**src/rtl/execute_stage.sv**
```systemverilog
// Execute stage of the RV32I pipeline: ID/EX register, forwarding, ALU, branch resolve, EX/MEM register.
// Latency: 2 cycles from decode bundle to M outputs (ID/EX edge, then EX/MEM edge).
// Backpressure: StallE holds ID/EX and FlushE (priority) bubbles it; EX/MEM captures every edge.
//
// Ports:
//   clk, rst_n                 clock, asynchronous active-low reset
//   StallE, FlushE             hazard-unit hold / bubble for the ID/EX register
//   *D inputs                  decode-stage control and operands captured into ID/EX
//   ForwardAE/BE, ResultW      operand forwarding selects and writeback-stage value
//   Rs1E, Rs2E, RdE,
//   ResultSrcE0                ID/EX fields exposed to the hazard unit
//   PCSrcE, PCTargetE          fetch redirect, combinational from ID/EX state
//   *M outputs                 EX/MEM register contents for the memory stage
module execute_stage #(
  parameter int XLEN = 32,
  parameter int REGW = 5
) (
  input  logic            clk,
  input  logic            rst_n,
  input  logic            StallE,
  input  logic            FlushE,
  input  logic [2:0]      ALUControlD,
  input  logic            ALUSrcD,
  input  logic            RegWriteD,
  input  logic            MemWriteD,
  input  logic            BranchD,
  input  logic            JumpD,
  input  logic [1:0]      ResultSrcD,
  input  logic [XLEN-1:0] RD1D,
  input  logic [XLEN-1:0] RD2D,
  input  logic [XLEN-1:0] ImmExtD,
  input  logic [XLEN-1:0] PCD,
  input  logic [XLEN-1:0] PCPlus4D,
  input  logic [REGW-1:0] Rs1D,
  input  logic [REGW-1:0] Rs2D,
  input  logic [REGW-1:0] RdD,
  input  logic [1:0]      ForwardAE,
  input  logic [1:0]      ForwardBE,
  input  logic [XLEN-1:0] ResultW,
  output logic [REGW-1:0] Rs1E,
  output logic [REGW-1:0] Rs2E,
  output logic [REGW-1:0] RdE,
  output logic            ResultSrcE0,
  output logic            PCSrcE,
  output logic [XLEN-1:0] PCTargetE,
  output logic            RegWriteM,
  output logic            MemWriteM,
  output logic [1:0]      ResultSrcM,
  output logic [XLEN-1:0] ALUResultM,
  output logic [XLEN-1:0] WriteDataM,
  output logic [XLEN-1:0] PCPlus4M,
  output logic [REGW-1:0] RdM
);

  // ALU operation encodings from the ALU control decoder.
  localparam logic [2:0] ALU_ADD = 3'b000;
  localparam logic [2:0] ALU_SUB = 3'b001;
  localparam logic [2:0] ALU_AND = 3'b010;
  localparam logic [2:0] ALU_OR  = 3'b011;
  localparam logic [2:0] ALU_SLT = 3'b101;

  // Forwarding select encodings; 2'b11 falls back to the register value.
  localparam logic [1:0] FWD_W = 2'b01;
  localparam logic [1:0] FWD_M = 2'b10;

  typedef struct packed {
    logic            reg_write;
    logic            mem_write;
    logic            branch;
    logic            jump;
    logic            alu_src;
    logic [1:0]      result_src;
    logic [2:0]      alu_ctrl;
    logic [XLEN-1:0] rd1;
    logic [XLEN-1:0] rd2;
    logic [XLEN-1:0] imm;
    logic [XLEN-1:0] pc;
    logic [XLEN-1:0] pc_plus4;
    logic [REGW-1:0] rs1;
    logic [REGW-1:0] rs2;
    logic [REGW-1:0] rd;
  } idex_t;

  typedef struct packed {
    logic            reg_write;
    logic            mem_write;
    logic [1:0]      result_src;
    logic [XLEN-1:0] alu_result;
    logic [XLEN-1:0] write_data;
    logic [XLEN-1:0] pc_plus4;
    logic [REGW-1:0] rd;
  } exmem_t;

  idex_t           r_idex;
  exmem_t          r_exmem;
  idex_t           w_idex_d;
  exmem_t          w_exmem_d;
  logic [XLEN-1:0] w_src_a;
  logic [XLEN-1:0] w_fwd_b;
  logic [XLEN-1:0] w_src_b;
  logic [XLEN-1:0] w_alu_result;
  logic            w_slt;
  logic            w_zero;

  // Decode bundle as it will be captured into ID/EX.
  always_comb begin
    w_idex_d            = '0;
    w_idex_d.reg_write  = RegWriteD;
    w_idex_d.mem_write  = MemWriteD;
    w_idex_d.branch     = BranchD;
    w_idex_d.jump       = JumpD;
    w_idex_d.alu_src    = ALUSrcD;
    w_idex_d.result_src = ResultSrcD;
    w_idex_d.alu_ctrl   = ALUControlD;
    w_idex_d.rd1        = RD1D;
    w_idex_d.rd2        = RD2D;
    w_idex_d.imm        = ImmExtD;
    w_idex_d.pc         = PCD;
    w_idex_d.pc_plus4   = PCPlus4D;
    w_idex_d.rs1        = Rs1D;
    w_idex_d.rs2        = Rs2D;
    w_idex_d.rd         = RdD;
  end

  // ID/EX register. A flush beats a stall so the hazard unit can bubble a
  // stalled slot; an all-zero bubble is ADD 0+0 with no writes, i.e. a no-op.
  always_ff @(posedge clk or negedge rst_n) begin
    if (!rst_n) begin
      r_idex <= '0;
    end else if (FlushE) begin
      r_idex <= '0;
    end else if (!StallE) begin
      r_idex <= w_idex_d;
    end
  end

  // Operand forwarding. The M-stage source is this block's own EX/MEM output.
  always_comb begin
    case (ForwardAE)
      FWD_W:   w_src_a = ResultW;
      FWD_M:   w_src_a = r_exmem.alu_result;
      default: w_src_a = r_idex.rd1;
    endcase
  end

  always_comb begin
    case (ForwardBE)
      FWD_W:   w_fwd_b = ResultW;
      FWD_M:   w_fwd_b = r_exmem.alu_result;
      default: w_fwd_b = r_idex.rd2;
    endcase
  end

  // The store data is always the forwarded register value, never the immediate.
  assign w_src_b = r_idex.alu_src ? r_idex.imm : w_fwd_b;

  assign w_slt = ($signed(w_src_a) < $signed(w_src_b));

  always_comb begin
    case (r_idex.alu_ctrl)
      ALU_ADD: w_alu_result = w_src_a + w_src_b;
      ALU_SUB: w_alu_result = w_src_a - w_src_b;
      ALU_AND: w_alu_result = w_src_a & w_src_b;
      ALU_OR:  w_alu_result = w_src_a | w_src_b;
      ALU_SLT: w_alu_result = {{(XLEN-1){1'b0}}, w_slt};
      default: w_alu_result = '0;
    endcase
  end

  assign w_zero = (w_alu_result == '0);

  // Branch/jump resolution; branches compare with SUB so Zero means equal.
  assign PCTargetE = r_idex.pc + r_idex.imm;
  assign PCSrcE    = (r_idex.branch & w_zero) | r_idex.jump;

  always_comb begin
    w_exmem_d            = '0;
    w_exmem_d.reg_write  = r_idex.reg_write;
    w_exmem_d.mem_write  = r_idex.mem_write;
    w_exmem_d.result_src = r_idex.result_src;
    w_exmem_d.alu_result = w_alu_result;
    w_exmem_d.write_data = w_fwd_b;
    w_exmem_d.pc_plus4   = r_idex.pc_plus4;
    w_exmem_d.rd         = r_idex.rd;
  end

  // EX/MEM register: no hold or bubble of its own; a stalled EX slot simply
  // re-issues the same result, which the downstream stages tolerate.
  always_ff @(posedge clk or negedge rst_n) begin
    if (!rst_n) begin
      r_exmem <= '0;
    end else begin
      r_exmem <= w_exmem_d;
    end
  end

  assign Rs1E        = r_idex.rs1;
  assign Rs2E        = r_idex.rs2;
  assign RdE         = r_idex.rd;
  assign ResultSrcE0 = r_idex.result_src[0];

  assign RegWriteM   = r_exmem.reg_write;
  assign MemWriteM   = r_exmem.mem_write;
  assign ResultSrcM  = r_exmem.result_src;
  assign ALUResultM  = r_exmem.alu_result;
  assign WriteDataM  = r_exmem.write_data;
  assign PCPlus4M    = r_exmem.pc_plus4;
  assign RdM         = r_exmem.rd;

endmodule

```
**config.mk**
```make
export PLATFORM = sky130hd
export DESIGN_NAME = execute_stage
export DESIGN_NICKNAME = d
export VERILOG_FILES = /design/src/rtl/execute_stage.sv
export SDC_FILE = /design/constraint.sdc
export NUM_CORES = 1
export LEC_CHECK = 0
export BUFFER_PORTS_ARGS = -buffer_cell sky130_fd_sc_hd__buf_2
export CAP_MARGIN = 20
export CORE_MARGIN = 8
export CORE_UTILIZATION = 35
export CTS_CLUSTER_DIAMETER = 60
export DETAILED_ROUTE_END_ITERATION = 6
export SYNTH_ARGS = -nofsm -noshare
export SYNTH_HDL_FRONTEND = slang
export SYNTH_SLANG_ARGS = --single-unit
```
**constraint.sdc**
```tcl
create_clock -name clk -period 7.9 [get_ports clk]
set_input_delay 0.395 -clock clk [delete_from_list [all_inputs] [get_ports clk]]
set_output_delay 0.395 -clock clk [all_outputs]
set_load 0.01 [all_outputs]
```
==> results of run 1 <==
==> cells in the mapped netlist (all sizes together), types with 6 or more instances <==
library cell,count
a211oi,14
nand2,133
o21bai,11
a221oi,6
o21ai,127
ha,140
inv,150
a21oi,136
nand2b,9
xnor2,45
clkbuf,86
nor2,312
dfrtp,290
or2,7
a22oi,66
nor2b,12
o22ai,24
o21a,10
xor2,10
buf,49
o211ai,10
mux2i,189
a21o,25
nor3,30
nand3,17
o31ai,14
a31oi,12
==> state kept, by name, indices dropped and copies added, names as in the netlist, 2 cells and up <==
signal,count
Rs1E,5
WriteDataM,32
RdM,5
PCPlus4M,32
Rs2E,5
ResultSrcM,2
r_idex,169
RdE,5
ALUResultM,32
==> cells by family after synthesis <==
family / count (synthesis)
and+or+nand+nor: 559
DFF: 290
AOI/OAI and AO/OA: 511
muxes: 190
adders and majority gates: 143
buffers and inverters: 285
xor gates and xnor gates: 55
==> worst max-delay path by stage <==
stage                      start  endpoint  slack [ns]  cells after the start
finish              ForwardBE[0]    PCSrcE        0.91                     22
global route        ForwardBE[0]    PCSrcE        0.66                     22
CTS                 ForwardBE[0]    PCSrcE        0.92                     22
detailed placement  ForwardBE[0]    PCSrcE        0.94                     22
global placement    ForwardBE[0]    PCSrcE        0.99                     22
floorplan           ForwardBE[0]    PCSrcE        2.41                     21
==> report_power, final <==
group | internal, µW | switching, µW
combinational | 508 | 898
clock | 1020 | 708
sequential | 1610 | 140
total | 3140 | 1750
==> stage by stage <==
step / setup slack (ns) / cells / total power [µW]
2_1_floorplan: 2.41 / 2033 / 2570
3_3_place_gp: 0.988 / 2982 / 3160
3_5_place_dp: 0.935 / 2982 / 3160
4_1_cts: 0.922 / 3052 / 4930
5_1_grt: 0.664 / 3056 / 5120
6_report: 0.910 / 3057 / 4890
==> routing by layer <==
metal | wire [µm] | track usage (%) | up-vias
met4 | 2510 | 8.17 | 8
met2 | 33300 | 38.0 | 767
met5 | 50 | 0 | -
met3 | 6000 | 5.92 | 143
li1 | - | - | 7667
met1 | 30100 | 29.4 | 8032
==> critical path: stages <==
cell and delay, ns:
buf_2 0.11, inv_1 0.06, ha_2 0.29, buf_4 0.35, a22oi_1 0.20, nor2_1 0.21, a21oi_1 0.09, o21ai_0 0.74
ha_1 0.54, inv_2 0.11, nor3_1 0.65, nand2_1 0.14, o21ai_2 0.24, a221oi_2 0.16, o31a_1 0.29, mux2i_1 0.12
or3_4 0.37, nor3_2 0.20, nand4_1 0.15, or4_1 0.65, o31ai_2 0.30, buf_2 0.19
==> cell type report <==
cell class                 count  area share [%]
multi-input combinational   1458            45.0
sequential                   290            33.1
timing repair buffer         405            9.69
clock buffer                  54            5.03
tap                          680            3.88
inverter                     150            2.57
clock inverter                15           0.708
antenna                        5          0.0571
==> cell usage in the layout, fill, tap and decap left out, types with 66 or more instances in the layout <==
cell type,n
buf_2,375
nand2_1,133
dfrtp_1,288
a21oi_1,136
nor2_1,312
a22oi_1,66
inv_1,148
o21ai_0,119
ha_1,139
mux2i_1,189
==> timing repair <==
| item | CTS | global route |
|---|---|---|
| setup buffers | 0 | 0 |
| hold buffers | 1 | 0 |
| endpoints found under the hold margin | 88 | 0 |
==> flow_summary.ini, run 1 <==
[placed_design]
io_buffer_count = 378
gp_congestion = 0.970
dp_hpwl_um = 55900
dpl_cell_area_mm2 = 0.0206

[floorplanning]
die_width_um = 244
core_area_mm2 = 0.0514
dieArea_mm2 = 0.0597
fp.dieH_um = 244
pin_count = 379
fp-row-count = 83
start_util_pct = 35.5

[drt]
routed_wl_um = 71900
routedWlPerCell_um = 23.5
via_per_inst = 5.44
drt_iter0_drc = 1129
drc = 0
ant_nets = 0
drt-pass1-iter-count = 5
vias = 16600

[global_route]
antenna_found_initial = 10
grt_overflow = 0
grt_pass1_vias = 16700
grt_max_degree = 98
grtUsageTotal_pct = 23.2
grt_first_pass_wirelength_um = 107000

[worst_setup_path]
rrSetupSlack_ns = 2.80
reg2reg_to = ALUResultM[31]$_DFF_PN0_
required_ns = 7.51
r2r_start = ALUResultM[14]$_DFF_PN0_
worstSetupPathType = in2out
worstPathArrival_ns = 6.60
ff2ff_path_depth = 16
critPathMaxFanout = 24
cp-start-kind = input pin
end_kind = primary output

[power]
p_per_area_mw_per_mm2 = 223
ir_drop_v = 0.000178
p_leak_uw = 0.0112

[synthesis]
yosysWarnings = 0
synth_seq_cells = 290
synth_area_leaders = dfrtp_1, mux2i_1, ha_1
synth_ff_type = dfrtp_1
synthMuxAreaShare_pct = 10.5
synth_fa_ha_area_share_pct = 9.93
synth_top_area_cell = dfrtp_1
syn_area_mm2 = 0.0183
synthDominantCellAreaShare_pct = 39.8
synth.distinct_cells = 77
synth_xor_area_share_pct = 2.64
synth-simple-area-share_pct = 13.0
async_flop_share_pct = 100
syn_inst = 2033
syn_avg_cell_area_um2 = 8.98
synth_compound_area_share_pct = 17.9
synth_edf_count = 0
ys_seq_area_share_pct = 39.8
synthesis.nets = 2401
synth_top_family_by_area = compound AO/OA/AOI/OAI gates

[timing]
max-slew-margin-rel_pct = 33.0
drv_slew = 0
worstMarginPinSlew_ns = 1.01
whs_ns = 0.0723
fmax_mhz = 143
rsz0062_at_grt = false
period_minus_slack_ns = 6.99
clock_skew_ns = 0.0163
setup_tns_ns = 0
fin_crit_sh_pct = 88.5
hold_viol_final = 0
setup_viol = 0

[cells_and_area]
final_cell_area_mm2 = 0.0219
seq_area_mm2 = 0.00726
fin_util_pct = 42.6
areaGrowthSynthToFinish_pct = 20.1
multi_input_area_mm2 = 0.00986
final_nets = 2711
drive_above_1_share_pct = 20.8
fill_cells = 5154

[run_status]
status = finished, final reports clean

[clocking]
clk_pin_slew_worst_paths_ns = 0.06
cts_resized = 0
h-tree-depth = 2
clock_path_buffers = 3
cts_tree = done
cts_root_buf = clkbuf_16
cts_buffers = 38
cts.sinks = 290
clock_latency_ns = 0.56

[min_path]
min_delay_path_depth = 3
worstHoldPathType = in2reg
hold_end = Rs1E[4]$_DFFE_PN0P_
hp-start = Rs1D[4]

[run]
max-cap-violations = 0
Note: power is estimated with default switching activity, not from simulation.
==> run 2, diff against run 1 <==
--- a/config.mk
+++ b/config.mk
@@ -5,12 +5,14 @@
 export SDC_FILE = /design/constraint.sdc
 export NUM_CORES = 1
 export LEC_CHECK = 0
+export ABC_AREA = 1
 export BUFFER_PORTS_ARGS = -buffer_cell sky130_fd_sc_hd__buf_2
 export CAP_MARGIN = 20
 export CORE_MARGIN = 8
 export CORE_UTILIZATION = 35
 export CTS_CLUSTER_DIAMETER = 60
 export DETAILED_ROUTE_END_ITERATION = 6
+export SETUP_SLACK_MARGIN = 0.4
 export SYNTH_ARGS = -nofsm -noshare
 export SYNTH_HDL_FRONTEND = slang
 export SYNTH_SLANG_ARGS = --single-unit
==> flow_summary.ini, run 2 <==
[run_status]
status = finished, final reports clean

[clocking]
cts_root_buf = clkbuf_16
cts_buffers = 38
postCtsSetupRepairBufs = 0
clock_latency_ns = 0.58
h-tree-depth = 2
clk_pin_slew_worst_paths_ns = 0.06
cts.sinks = 290
cts_tree = done
clock_path_buffers = 3

[worst_setup_path]
end_kind = primary output
path_buf_inv = 8
slowest_delay_ns = 0.55
required_ns = 7.51
worstPathArrival_ns = 5.49
cp-start-kind = input pin
critPathMaxFanout = 17
path_common_cell = nand2_1
worstSetupPathType = in2out
crit_slowest_cell = inv_1
cp_top_family = simple AND/OR/NAND/NOR gates

[timing]
hold_viol_final = 0
rsz0062_at_grt = false
worstMarginPinSlew_ns = 1.09
max-slew-margin-rel_pct = 27.6
period_minus_slack_ns = 5.88
clock_skew_ns = 0.0299
fmax_mhz = 170
whs_ns = 0.0384
fin_crit_sh_pct = 74.5
setup_viol = 0
drv_slew = 0
setup_tns_ns = 0

[synthesis]
synth_common_cells = nand2_1, inv_1, nand3_1, dfrtp_1, o21ai_0
synth-simple-area-share_pct = 29.2
synth_most_common_cell = nand2_1
synth_xor_area_share_pct = 1.40
syn_inst = 2812
synth.distinct_cells = 53
synth_seq_cells = 290
ys_seq_area_share_pct = 36.1
synthMuxAreaShare_pct = 0
synth_edf_count = 0
yosysWarnings = 0
synthesis.nets = 3180
synth_ff_type = dfrtp_1
syn_avg_cell_area_um2 = 7.14
syn_area_mm2 = 0.0201
synth_fa_ha_area_share_pct = 9.02
async_flop_share_pct = 100
synth_area_leaders = dfrtp_1, nand2_1, nand3_1
synth_top_area_cell = dfrtp_1
synth_compound_area_share_pct = 13.2
synth_top_family_by_area = simple AND/OR/NAND/NOR gates
synthDominantCellAreaShare_pct = 36.1

[cells_and_area]
areaGrowthSynthToFinish_pct = 18.4
drive_above_1_share_pct = 16.8
final_cell_area_mm2 = 0.0238
layout_commonest_cell = nand2_1
largest_register = r_idex
final_nets = 3462
largest_reg_flops = 169
mostFrequentLayoutCells = nand2_1, inv_1, nand3_1

[drt]
via_per_inst = 5.16
m1WireLength_um = 36900
dr.max_layer_used = met5
routed_wl_um = 83100
drt_iter0_drc = 1883
vias = 20100
drt-pass1-iter-count = 6
routedWlPerCell_um = 21.3
dr_wl_met3_um = 6340
ant_nets = 0
wl_met2_um = 37000
drc = 0

[placed_design]
dp_hpwl_um = 65300
io_buffer_count = 378
dpl_cell_area_mm2 = 0.0224
gp_congestion = 1.03

[power]
p_per_area_mw_per_mm2 = 243
p_leak_uw = 0.0131
ir_drop_v = 0.000162

[floorplanning]
core_area_mm2 = 0.0573
die_width_um = 256
fp-row-count = 88
start_util_pct = 35.1
pin_count = 379
dieArea_mm2 = 0.0653
fp.dieH_um = 256

[global_route]
grt_pass1_vias = 19500
grt_max_degree = 155
grt_overflow = 0
grtUsageTotal_pct = 24.3
grt_first_pass_wirelength_um = 124000
antenna_found_initial = 9

[run]
max-cap-violations = 0

[min_path]
worstHoldPathType = in2reg
-- run 2: what timing repair did --
action                    4_1_cts  5_1_grt
hold endpoints to repair       81        0
hold buffers                    1        0
gates resized for setup         0        0
-- run 2: worst reg2reg max path: cells and delay by family (launching register included) --
family	cells	cell delay, ns
flip-flops	1	0.38
AO/OA/AOI/OAI	1	0.25
buffers and inverters	1	0.56
adder cells (fa/ha/maj)	1	0.45
AND/OR/NAND/NOR	10	2.21
-- run 2: final cells by class --
| cell class | count | area [µm²] |
|---|---|---|
| diodes | 5 | 12.5 |
| clock buffers | 49 | 1060 |
| clock inverters | 20 | 267 |
| fillers | 6156 | 33500 |
| inverters | 397 | 1500 |
| multi-input cells | 1965 | 10600 |
| flip-flops and latches | 290 | 7260 |
| well taps | 765 | 957 |
| repair buffers | 402 | 2110 |
-- run 2: power by group --
part | internal, µW | switching (µW) | total, µW
clock network | 1080 | 750 | 1820
logic | 652 | 1500 | 2150
registers | 1640 | 159 | 1800
total | 3370 | 2400 | 5780
-- run 2: logic make-up (layout without fill, tap and decap cells) --
family,Yosys count,after routing
AO/OA/AOI/OAI,436,436
XOR/XNOR,32,32
adder cells (fa/ha/maj),143,143
buffers and inverters,557,868
flip-flops,290,290
other,0,5
AND/OR/NAND/NOR,1354,1354
-- run 2: routing by layer --
| layer | global-route usage, % | vias up |
|---|---|---|
| li1 | - | 9718 |
| met1 | 33.3 | 9423 |
| met2 | 38.0 | 786 |
| met3 | 5.16 | 134 |
| met4 | 7.66 | 8 |
| met5 | 0 | - |
-- run 2: through the flow --
stage               total power, µW  util, %  worst slack (ns)  instances
floorplan                      3100        -              3.98       2812
global placement               3950     39.2              2.10       3818
detailed placement             3930     39.2              2.14       3818
CTS                            5790     41.5              2.13       3888
global route                   6090     41.5              1.75       3890
finish                         5780     41.5              2.02       3893
-- run 2: path summary, 6_finish.rpt --
path,to,from,slack [ns],cells past startpoint
worst min-delay path,r_idex[125]$_DFFE_PN0P_,RD2D[14],0.04,3
worst min register to register,PCPlus4M[14]$_DFF_PN0_,r_idex[29]$_DFFE_PN0P_,0.37,0
worst max-delay path,PCSrcE,ForwardBE[0],2.02,28
max in group asynchronous,r_idex[87]$_DFFE_PN0P_,rst_n,6.13,3
worst max register to register,ALUResultM[29]$_DFF_PN0_,r_idex[180]$_DFFE_PN0P_,3.90,13
min in group asynchronous,WriteDataM[22]$_DFF_PN0_,rst_n,0.39,2
==> run 3, diff against run 2 <==
==> constraint.sdc (replaced) <==
create_clock -name clk -period 5.9 [get_ports clk]
set_input_delay 0.295 -clock clk [delete_from_list [all_inputs] [get_ports clk]]
set_output_delay 0.295 -clock clk [all_outputs]
set_load 0.01 [all_outputs]
==> flow_summary.ini, run 3 (synthesis gave the netlist of run 2 again) <==
[power]
ir_drop_v = 0.000265
p_clk_share_pct = 31.5
p_leak_uw = 0.0139
p_per_area_mw_per_mm2 = 309
swShare_pct = 41.4
p_int_uw = 4650
power_frac_seq_pct = 30.4
pwr-share-comb_pct = 38.1
switchingPower_uw = 3290

[cells_and_area]
fin_util_pct = 44.9
layout.cells.non_filler = 4081
drive_above_1_share_pct = 16.3
layout_commonest_cell = nand2_1
fill_cells = 5895
mostFrequentLayoutCells = nand2_1, inv_1, nand3_1
areaGrowthSynthToFinish_pct = 28.0
largest_register = r_idex
final_nets = 3653
largest_reg_flops = 169

[global_route]
grt_first_pass_wirelength_um = 127000
antenna_found_initial = 7
grtUsageTotal_pct = 24.8
grt_pass1_vias = 20800
grt_max_degree = 171
grt_overflow = 0

[drt]
drt-pass1-iter-count = 5
drt_iter0_drc = 2062
vias = 21000
drc = 0
via_per_inst = 5.15
routed_wl_um = 84900
routedWlPerCell_um = 20.8
ant_nets = 0

[placed_design]
dp_hpwl_um = 64600
place_ws_ns = 0.850
io_buffer_count = 378
gp_congestion = 1.02
dp.cells = 3833

[timing]
period_minus_slack_ns = 5.36
clock_skew_ns = 0.0600
max-slew-margin-rel_pct = 35.0
fin_crit_sh_pct = 90.8
rsz0062_at_grt = false
hold_viol_final = 0
worstMarginPinSlew_ns = 0.975
setup_viol = 0
fmax_mhz = 187
drv_slew = 0
setup_slack_ns = 0.544
setup_tns_ns = 0

[worst_setup_path]
critPathMaxFanout = 29
reg2reg_to = ALUResultM[29]$_DFF_PN0_
required_ns = 5.61
ff2ff_path_depth = 12
crit_path_end = PCSrcE
rrSetupSlack_ns = 2.05
r2r_start = r_idex[180]$_DFFE_PN0P_
critPathLaunch = r_idex[180]$_DFFE_PN0P_
cp-start-kind = flip-flop
worstPathArrival_ns = 5.06
end_kind = primary output
worstSetupPathType = reg2out

[run_status]
status = finished, final reports clean

[clocking]
clk_pin_slew_worst_paths_ns = 0.06
cts_buffers = 40
cts.sinks = 290
cts_root_buf = clkbuf_16
clock_path_buffers = 3
h-tree-depth = 2
postCtsSetupRepairBufs = 0
cts_tree = done
clock_latency_ns = 0.60

[floorplanning]
die_width_um = 256
dieArea_mm2 = 0.0653
start_util_pct = 35.1
fp-row-count = 88
fp.dieH_um = 256
core_area_mm2 = 0.0573
pin_count = 379

[run]
max-cap-violations = 0

[min_path]
worstHoldPathType = in2reg
[run 3: cell types whose count changed in the layout (fill, tap and decap cells not counted), moves of 2 or more]
cell and change:
buf_12 +3, buf_4 +11, clkbuf_1 +3, clkbuf_16 +2, clkbuf_8 -3, clkinv_2 -3
clkinv_4 +3, diode_2 -3, dlygate4sd3_1 +174
[run 3: worst min path at each step]
| stage | start | end | slack [ns] | depth (start not counted) |
|---|---|---|---|---|
| after floorplan | rst_n | ALUResultM[0]$_DFF_PN0_ | -0.0006 | 0 |
| after CTS | ImmExtD[20] | r_idex[99]$_DFFE_PN0P_ | 0.001 | 3 |
| final | ImmExtD[20] | r_idex[99]$_DFFE_PN0P_ | 0.02 | 3 |
| after global routing | ImmExtD[20] | r_idex[99]$_DFFE_PN0P_ | 0.02 | 3 |
| after global placement | rst_n | WriteDataM[27]$_DFF_PN0_ | 0.30 | 1 |
| after detailed placement | rst_n | r_idex[133]$_DFFE_PN0P_ | 0.31 | 1 |
[run 3: final cells by class]
cell class / count / area, µm² / share of cell area, %
Antenna cell: 2 / 5.00 / 0.0195
Clock buffer: 51 / 1080 / 4.21
Clock inverter: 20 / 284 / 1.10
Inverter: 397 / 1500 / 5.83
Multi-Input combinational cell: 1965 / 10600 / 41.3
Sequential cell: 290 / 7260 / 28.2
Tap cell: 765 / 957 / 3.72
Timing Repair Buffer: 591 / 4000 / 15.6
[run 3: power by group through the flow]
stage / clock (µW) / combinational, µW / sequential [µW]
after floorplan: 0 / 1740 / 2410
after global placement: 0 / 2880 / 2440
after detailed placement: 0 / 2860 / 2430
after CTS: 2560 / 2980 / 2400
after global routing: 2630 / 3310 / 2430
final: 2500 / 3030 / 2410
[run 3: through the flow]
| step | cell area [µm²] | total power [µW] | hold WS, ns |
|---|---|---|---|
| global placement | 22600 | 5320 | 0.303 |
| CTS | 25700 | 7940 | 0.00101 |
| finish | 25700 | 7940 | 0.0238 |
| floorplan | 20100 | 4150 | -0.000591 |
| detailed placement | 22600 | 5300 | 0.305 |
| global route | 25700 | 8360 | 0.0159 |
[run 3: repair_timing]
action	4_1_cts	5_1_grt
resized for setup	0	1
hold buffers	175	0
endpoints found under the setup margin	0	1
endpoints found under the hold margin	237	0
[run 3: metal layers]
metal | wire length [µm] | global-route usage (%) | up-vias | part of all wire, %
li1 | - | - | 10100 | -
met1 | 36000 | 32.0 | 9887 | 42
met2 | 38100 | 39.4 | 858 | 45
met3 | 6790 | 5.73 | 169 | 8.0
met4 | 3920 | 10.9 | 4 | 4.6
met5 | 23 | 0 | - | 0.027
[run 3: critical path: stages, from the launching register on]
cell	delay (ns)
dfrtp_2	0.73
buf_4	0.37
o21ai_0	0.21
ha_1	0.53
nor2_1	0.33
nand2_1	0.25
nor3_1	0.53
and2_1	0.21
nand2_1	0.15
nand2_1	0.12
nand2_1	0.05
nand3_1	0.07
nand3_1	0.14
nor2_1	0.13
nand2_1	0.06
inv_1	0.06
nand4_1	0.17
nand2_1	0.18
buf_2	0.16
